## src/rtl/ad_ip_jesd204_tpl_dac_pkg.sv

```systemverilog
// Shared select codes and PN generator constants for the JESD204 TPL DAC
// sample-source path.
package ad_ip_jesd204_tpl_dac_pkg;

  typedef enum logic [3:0] {
    DAC_SEL_DDS  = 4'd0,
    DAC_SEL_PAT  = 4'd1,
    DAC_SEL_DMA  = 4'd2,
    DAC_SEL_ZERO = 4'd3,
    DAC_SEL_PN7  = 4'd4,
    DAC_SEL_PN15 = 4'd5,
    DAC_SEL_RAMP = 4'd10
  } dac_sel_t;

  localparam logic [15:0] PN_SEED = 16'hFFFF;

  // b[n] = b[n-TAP] ^ b[n-ORDER]
  localparam int unsigned PN7_ORDER  = 7;
  localparam int unsigned PN7_TAP    = 6;
  localparam int unsigned PN15_ORDER = 15;
  localparam int unsigned PN15_TAP   = 14;

  // True on the cycle the select register is about to move into 'code'.
  function automatic logic sel_restarts(input logic [3:0] sel_next,
                                        input logic [3:0] sel_cur,
                                        input dac_sel_t   code);
    return (sel_next == code) && (sel_cur != code);
  endfunction

endpackage

```

## src/rtl/ad_ip_jesd204_tpl_dac_datasrc_if.sv

```systemverilog
// DMA sample stream between the DMA FIFO (master) and the DAC data source (slave).
interface ad_ip_jesd204_tpl_dac_datasrc_if #(
  parameter int DATA_PATH_WIDTH = 4,
  parameter int SAMPLE_WIDTH    = 16
);

  logic [DATA_PATH_WIDTH*SAMPLE_WIDTH-1:0] dma_data;
  logic                                    dma_valid;
  logic                                    dma_ready;

  modport master (
    output dma_data,
    output dma_valid,
    input  dma_ready
  );

  modport slave (
    input  dma_data,
    input  dma_valid,
    output dma_ready
  );

endinterface

```

## src/rtl/ad_ip_jesd204_tpl_dac_pn.sv

```systemverilog
// Parallel Fibonacci LFSR: emits WIDTH sequence bits per advance, earliest bit in pn_bits[0].
module ad_ip_jesd204_tpl_dac_pn
  import ad_ip_jesd204_tpl_dac_pkg::*;
#(
  parameter int unsigned ORDER = 7,
  parameter int unsigned TAP   = 6,
  parameter int unsigned WIDTH = 64
) (
  input  logic             link_clk,
  input  logic             link_resetn,
  input  logic             restart,
  input  logic             advance,
  output logic [WIDTH-1:0] pn_bits
);

  // state_p0[i] holds the sequence bit that will be emitted i positions from now
  logic [ORDER-1:0]       state_p0;
  logic [WIDTH+ORDER-1:0] ext;

  function automatic logic [WIDTH+ORDER-1:0] pn_extend(input logic [ORDER-1:0] head);
    logic [WIDTH+ORDER-1:0] e;
    e            = '0;
    e[ORDER-1:0] = head;
    for (int i = ORDER; i < WIDTH + ORDER; i++) begin
      e[i] = e[i-TAP] ^ e[i-ORDER];
    end
    return e;
  endfunction

  assign ext     = pn_extend(state_p0);
  assign pn_bits = ext[WIDTH-1:0];

  // Stage 0: sequence state
  always_ff @(posedge link_clk or negedge link_resetn) begin
    if (!link_resetn) begin
      state_p0 <= PN_SEED[ORDER-1:0];
    end else if (restart) begin
      state_p0 <= PN_SEED[ORDER-1:0];
    end else if (advance) begin
      state_p0 <= ext[WIDTH +: ORDER];
    end
  end

endmodule

```

## src/rtl/ad_ip_jesd204_tpl_dac_datasrc.sv

```systemverilog
// Per-channel DAC sample source: selects DDS, pattern, DMA, PN7/PN15, ramp or
// zero into the registered channel sample word and flags DMA underflow.
module ad_ip_jesd204_tpl_dac_datasrc
  import ad_ip_jesd204_tpl_dac_pkg::*;
#(
  parameter int DATA_PATH_WIDTH = 4,
  parameter int SAMPLE_WIDTH    = 16
) (
  input  logic                                    link_clk,
  input  logic                                    link_resetn,
  input  logic                                    dac_sync,
  input  logic [3:0]                              dac_data_sel,
  input  logic [SAMPLE_WIDTH-1:0]                 dac_pat_data_0,
  input  logic [SAMPLE_WIDTH-1:0]                 dac_pat_data_1,
  input  logic [DATA_PATH_WIDTH*SAMPLE_WIDTH-1:0] dds_data,
  ad_ip_jesd204_tpl_dac_datasrc_if.slave          dma,
  output logic [DATA_PATH_WIDTH*SAMPLE_WIDTH-1:0] dac_data,
  output logic                                    dac_dunf
);

  localparam int DW = DATA_PATH_WIDTH * SAMPLE_WIDTH;
  localparam logic [SAMPLE_WIDTH-1:0] RAMP_STEP = SAMPLE_WIDTH'(DATA_PATH_WIDTH);

  logic [3:0]              sel_p0;
  logic [SAMPLE_WIDTH-1:0] ramp_base_p0;
  logic [DW-1:0]           pn7_bits;
  logic [DW-1:0]           pn15_bits;
  logic [DW-1:0]           mux_p0;
  logic                    dunf_p0;
  logic                    ramp_restart;
  logic                    pn7_restart;
  logic                    pn15_restart;

  // Sequence bit 16k is the MSB of sample k.
  function automatic logic [DW-1:0] pn_to_samples(input logic [DW-1:0] bits);
    logic [DW-1:0] s;
    s = '0;
    for (int k = 0; k < DATA_PATH_WIDTH; k++) begin
      for (int j = 0; j < SAMPLE_WIDTH; j++) begin
        s[k*SAMPLE_WIDTH+j] = bits[k*SAMPLE_WIDTH+SAMPLE_WIDTH-1-j];
      end
    end
    return s;
  endfunction

  assign ramp_restart = dac_sync || sel_restarts(dac_data_sel, sel_p0, DAC_SEL_RAMP);
  assign pn7_restart  = dac_sync || sel_restarts(dac_data_sel, sel_p0, DAC_SEL_PN7);
  assign pn15_restart = dac_sync || sel_restarts(dac_data_sel, sel_p0, DAC_SEL_PN15);

  assign dma.dma_ready = (sel_p0 == DAC_SEL_DMA);
  assign dunf_p0       = dma.dma_ready && !dma.dma_valid;

  ad_ip_jesd204_tpl_dac_pn #(
    .ORDER (PN7_ORDER),
    .TAP   (PN7_TAP),
    .WIDTH (DW)
  ) i_pn7 (
    .link_clk    (link_clk),
    .link_resetn (link_resetn),
    .restart     (pn7_restart),
    .advance     (sel_p0 == DAC_SEL_PN7),
    .pn_bits     (pn7_bits)
  );

  ad_ip_jesd204_tpl_dac_pn #(
    .ORDER (PN15_ORDER),
    .TAP   (PN15_TAP),
    .WIDTH (DW)
  ) i_pn15 (
    .link_clk    (link_clk),
    .link_resetn (link_resetn),
    .restart     (pn15_restart),
    .advance     (sel_p0 == DAC_SEL_PN15),
    .pn_bits     (pn15_bits)
  );

  always_comb begin
    mux_p0 = '0;
    case (sel_p0)
      DAC_SEL_DDS: mux_p0 = dds_data;
      DAC_SEL_PAT: begin
        for (int k = 0; k < DATA_PATH_WIDTH; k++) begin
          mux_p0[k*SAMPLE_WIDTH +: SAMPLE_WIDTH] = ((k & 1) != 0) ? dac_pat_data_1 : dac_pat_data_0;
        end
      end
      DAC_SEL_DMA:  mux_p0 = dunf_p0 ? '0 : dma.dma_data;
      DAC_SEL_PN7:  mux_p0 = pn_to_samples(pn7_bits);
      DAC_SEL_PN15: mux_p0 = pn_to_samples(pn15_bits);
      DAC_SEL_RAMP: begin
        for (int k = 0; k < DATA_PATH_WIDTH; k++) begin
          mux_p0[k*SAMPLE_WIDTH +: SAMPLE_WIDTH] = ramp_base_p0 + SAMPLE_WIDTH'(k);
        end
      end
      default: mux_p0 = '0;
    endcase
  end

  // Stage 0: select register and ramp base
  always_ff @(posedge link_clk or negedge link_resetn) begin
    if (!link_resetn) begin
      sel_p0       <= DAC_SEL_ZERO;
      ramp_base_p0 <= '0;
    end else begin
      sel_p0 <= dac_data_sel;
      if (ramp_restart) begin
        ramp_base_p0 <= '0;
      end else if (sel_p0 == DAC_SEL_RAMP) begin
        ramp_base_p0 <= ramp_base_p0 + RAMP_STEP;
      end
    end
  end

  // Stage 1: registered sample word and underflow flag
  always_ff @(posedge link_clk or negedge link_resetn) begin
    if (!link_resetn) begin
      dac_data <= '0;
      dac_dunf <= 1'b0;
    end else begin
      dac_data <= mux_p0;
      dac_dunf <= dunf_p0;
    end
  end

endmodule

```

## src/flat_wrapper.sv

```systemverilog
// flat-port wrapper written by rule: the top's interface ports become plain ports
module ad_ip_jesd204_tpl_dac_datasrc_flat import ad_ip_jesd204_tpl_dac_pkg::*;
#(
  parameter int DATA_PATH_WIDTH = 4,
  parameter int SAMPLE_WIDTH    = 16
)
  (link_clk, link_resetn, dac_sync, dac_data_sel, dac_pat_data_0, dac_pat_data_1, dds_data, dac_data, dac_dunf, dma_dma_data, dma_dma_valid, dma_dma_ready);
  ad_ip_jesd204_tpl_dac_datasrc_if #(.DATA_PATH_WIDTH(DATA_PATH_WIDTH), .SAMPLE_WIDTH(SAMPLE_WIDTH)) dma_i ();
  input  logic link_clk;
  input  logic link_resetn;
  input  logic dac_sync;
  input  logic [3:0] dac_data_sel;
  input  logic [SAMPLE_WIDTH-1:0] dac_pat_data_0;
  input  logic [SAMPLE_WIDTH-1:0] dac_pat_data_1;
  input  logic [DATA_PATH_WIDTH*SAMPLE_WIDTH-1:0] dds_data;
  output logic [DATA_PATH_WIDTH*SAMPLE_WIDTH-1:0] dac_data;
  output logic dac_dunf;
  input wire logic [$bits(dma_i.dma_data)-1:0] dma_dma_data;
  input wire logic [$bits(dma_i.dma_valid)-1:0] dma_dma_valid;
  output wire logic [$bits(dma_i.dma_ready)-1:0] dma_dma_ready;
  assign dma_i.dma_data = dma_dma_data;
  assign dma_i.dma_valid = dma_dma_valid;
  assign dma_dma_ready = dma_i.dma_ready;
  ad_ip_jesd204_tpl_dac_datasrc #(.DATA_PATH_WIDTH(DATA_PATH_WIDTH), .SAMPLE_WIDTH(SAMPLE_WIDTH)) u_core (.link_clk(link_clk), .link_resetn(link_resetn), .dac_sync(dac_sync), .dac_data_sel(dac_data_sel), .dac_pat_data_0(dac_pat_data_0), .dac_pat_data_1(dac_pat_data_1), .dds_data(dds_data), .dma(dma_i), .dac_data(dac_data), .dac_dunf(dac_dunf));
endmodule
```

## config.mk

```make
export PLATFORM = sky130hd
export DESIGN_NAME = ad_ip_jesd204_tpl_dac_datasrc_flat
export DESIGN_NICKNAME = d
export VERILOG_FILES = /design/src/rtl/ad_ip_jesd204_tpl_dac_pkg.sv /design/src/rtl/ad_ip_jesd204_tpl_dac_datasrc_if.sv /design/src/rtl/ad_ip_jesd204_tpl_dac_pn.sv /design/src/rtl/ad_ip_jesd204_tpl_dac_datasrc.sv /design/src/flat_wrapper.sv
export SDC_FILE = /design/constraint.sdc
export NUM_CORES = 1
export LEC_CHECK = 0
export ABC_AREA = 1
export CAP_MARGIN = 0
export CELL_PAD_IN_SITES_DETAIL_PLACEMENT = 0
export CELL_PAD_IN_SITES_GLOBAL_PLACEMENT = 1
export CORE_MARGIN = 2
export CORE_UTILIZATION = 47
export DETAILED_ROUTE_END_ITERATION = 12
export DONT_BUFFER_PORTS = 1
export HOLD_SLACK_MARGIN = 0.08
export PLACE_DENSITY = 0.94
export SETUP_SLACK_MARGIN = 0.1
export SYNTH_ARGS = -nofsm -noshare
export SYNTH_HDL_FRONTEND = slang
export SYNTH_HIERARCHICAL = 1
export SYNTH_SLANG_ARGS = --single-unit
```

## constraint.sdc

```tcl
create_clock -name link_clk -period 5.08 [get_ports link_clk]
set_input_delay 1.016 -clock link_clk [delete_from_list [all_inputs] [get_ports link_clk]]
set_output_delay 1.016 -clock link_clk [all_outputs]
set_load 0.005 [all_outputs]
```

==> metrics <==
Reg clk slew, reported paths=0.08 ns; syn_area_per_cell=6.80 um^2; RSZ-0062 raised after global routing=false; drt drc=0; Slew @ Worst Pin=1.01 ns; Fill cells=1746; Sequential Power Share=14.3%; final period utilization=62.9%; layout cells sized above 1=9.54%; met1 global-route usage=44.3%; clk sinks=105; switching part of the total=58.5%; GRT busiest layer=met2; synth top area cells=dfrtp_1, nand2_1, nand3_1; Hold Path Class=in2async; via count=7819; grt ovf=0; via/cell ratio=5.74; Die Y=134 um; core area=16600 um^2; Routed wire per std cell=22.4 um; Util after Layout=50.1%; CP max stage cell=nor2_1; sequential area share after synthesis=33.3%; Crit Path Category=reg2reg; Yosys top cell by area=dfrtp_1; H-tree Lvls=3; synthesis-stage register bit count=105; post-route ant nets=0; Max-Slew Margin vs Limit=32.3%; clk root buf=clkbuf_16; CP most frequent cell=inv_1; Post-Syn Instances=1173; Pre-antenna DRT Iters=5; CP Data Arrival Time=3.49 ns; CTS tree=done; Post-synth EDFFs=0; post-CTS sizing=0; Worst Setup Start Kind=register; commonest register cell after synthesis=dfrtp_1; Iter 0 DRT Violations=738; Leak Pwr=4.44 nW; Final Hold Vio Count=0; Pins Over Slew Limit=0; Clock Power Share=9.1%; worst-skew pair later-pin latency=0.37 ns; layout net count=1307; Setup Skew=0.0135 ns; post-synth cell types=42; Multi-input gate area=4480 um^2; Fmax=313 MHz; largest net degree at the start of global routing=106; initial antenna violation count=0; yosys warns=6; FP Rows=47; vias in the first global route=7487; GR Util met3=8.73%; max incr delay on CP=0.63 ns; CTS Buffer Depth=2; # IOs=234; DP Wirelength=24200 um; Initial Util=48.1%; Pint=3.25 mW; Worst EP required=5.38 ns; PwrDens=940 nW/um^2; PortBufs=0; CTS Hold Buffers Added=0; Worst VDD drop=0.000915 V; Final GP Congestion=1.01; FFs w/ async S/R, synth=100%; die area=18000 um^2; Final setup viols=0; Final Power=7.82 mW; register area=2660 um^2; CTS buffer count=9; Die Wd=134 um; first-pass GRT wire length=44900 um; CP max FO=39; Setup Buffers After CTS=0; Area Growth Syn to Fin=4.25%; CP Capture Type=register; logic gate share of total power=76.6%; Max-cap violations=0; switching power=4.57 mW; Detailed Route WL=30600 um; Final Critical Period=3.19 ns; antenna cells=0; Synth Cell Area=7970 um^2; run status=complete, no violations; Sum Neg Setup Slack=0 ns; Yosys top cell area share=25.4%; met2 Use GR=53.7%; syn_nets=1342; total track usage=34.0%; Cell Chain, Critical Path=inv_1, nor2_2, nand2_1, inv_2, buf_4, inv_1, nor2_1, inv_1, a21oi_1, o21ai_0, o21ai_0, inv_1
[Yosys cell counts (11+ instances only)]
cell type and count:
xnor2_1 32, o21ai_0 55, buf_2 27, nand3_1 129, nand2_2 21, dfstp_2 24, xor2_1 33, nor2_1 58
dfrtp_1 81, nand2_1 366, nand4_1 11, inv_1 137, inv_2 11, a21oi_1 102, clkbuf_1 11
[cells in the final DEF, fill, tap and decap left out, drive strengths merged, types with 3 or more instances in the layout]
cell type,n
a21oi,102
buf,6
clkbuf,9
clkinv,5
dfrtp,81
dfstp,24
inv,150
nand2,391
nand3,133
nand3b,8
nand4,11
nor2,64
nor3,4
o21ai,55
o22ai,5
or2,3
xnor2,37
xnor3,4
xor2,42
[routing by layer]
| layer | part of all wire, % | routed length (um) |
|---|---|---|
| met1 | 40 | 12200 |
| met2 | 46 | 14200 |
| met3 | 10 | 3080 |
| met4 | 3.8 | 1170 |
| met5 | 0 | 0 |
[power groups by stage]
stage / Combinational, mW / Sequential [mW] / Clock, mW
after floorplan: 4.49 / 1.07 / 0
after global placement: 5.89 / 1.14 / 0
after detailed placement: 5.83 / 1.14 / 0
after CTS: 5.89 / 1.12 / 0.722
after global routing: 6.55 / 1.14 / 0.753
final: 5.99 / 1.12 / 0.708
[kinds of logic (layout without fill, tap and decap cells)]
kind of cell             Yosys count  count (layout)  synth area share (%)
AO/OA/AOI/OAI                    167             167                  10.8
XOR/XNOR                          83              83                  11.5
adder cells (fa/ha/maj)            1               1                 0.157
buffers and inverters            201             170                  10.6
flip-flops                       105             105                  33.3
AND/OR/NAND/NOR                  616             616                  33.7
[layout make-up]
class	instances	share of cell area, %
tap	220	3.31
timing repair buffer	6	0.542
clock inverter	6	0.783
clock buffer	9	2.71
inverter	149	6.73
sequential	105	32.0
multi-input combinational	867	54.0
[worst paths after layout]
kind | from | endpoint | slack (ns) | depth (start not counted)
max reg2reg | u_core/sel_p0[0] | u_core/i_pn15/state_p0[14] | 1.89 | 12
max in group asynchronous | link_resetn | u_core/i_pn15/state_p0[14] | 4.46 | 0
min in group link_clk | u_core/i_pn7/state_p0[1] | u_core/i_pn7/state_p0[1] | 0.56 | 2
min | link_resetn | u_core/dac_data[0] | 0.33 | 0
min reg2reg | u_core/i_pn7/state_p0[1] | u_core/i_pn7/state_p0[1] | 0.56 | 2
max | u_core/sel_p0[0] | u_core/i_pn15/state_p0[14] | 1.89 | 12
[registers in the layout (all words and copies together), names as in the netlist]
register                count
u_core/ramp_base_p0        14
u_core/sel_p0               4
u_core/i_pn7/state_p0       7
u_core/dac_data            64
u_core/dac_dunf             1
u_core/i_pn15/state_p0     15
[through the flow]
stage | hold slack, ns | setup slack (ns) | cell area [um^2] | cells
after CTS | 0.319 | 1.93 | 8310 | 1362
after global routing | 0.312 | 1.65 | 8310 | 1362
final | 0.330 | 1.89 | 8310 | 1362
after global placement | 0.529 | 2.04 | 8020 | 1347
after detailed placement | 0.529 | 1.95 | 8020 | 1347
after floorplan | 0.495 | 2.71 | 7970 | 1173
[worst max-delay path, delay by kind of cell, from the launching register on]
kind                   cells  cell delay, ns
AOI/OAI and AO/OA          3            0.34
buffers and inverters      6            1.27
DFF                        1            0.57
and+or+nand+nor            3            0.93
Power figures use the tool's default switching activity.
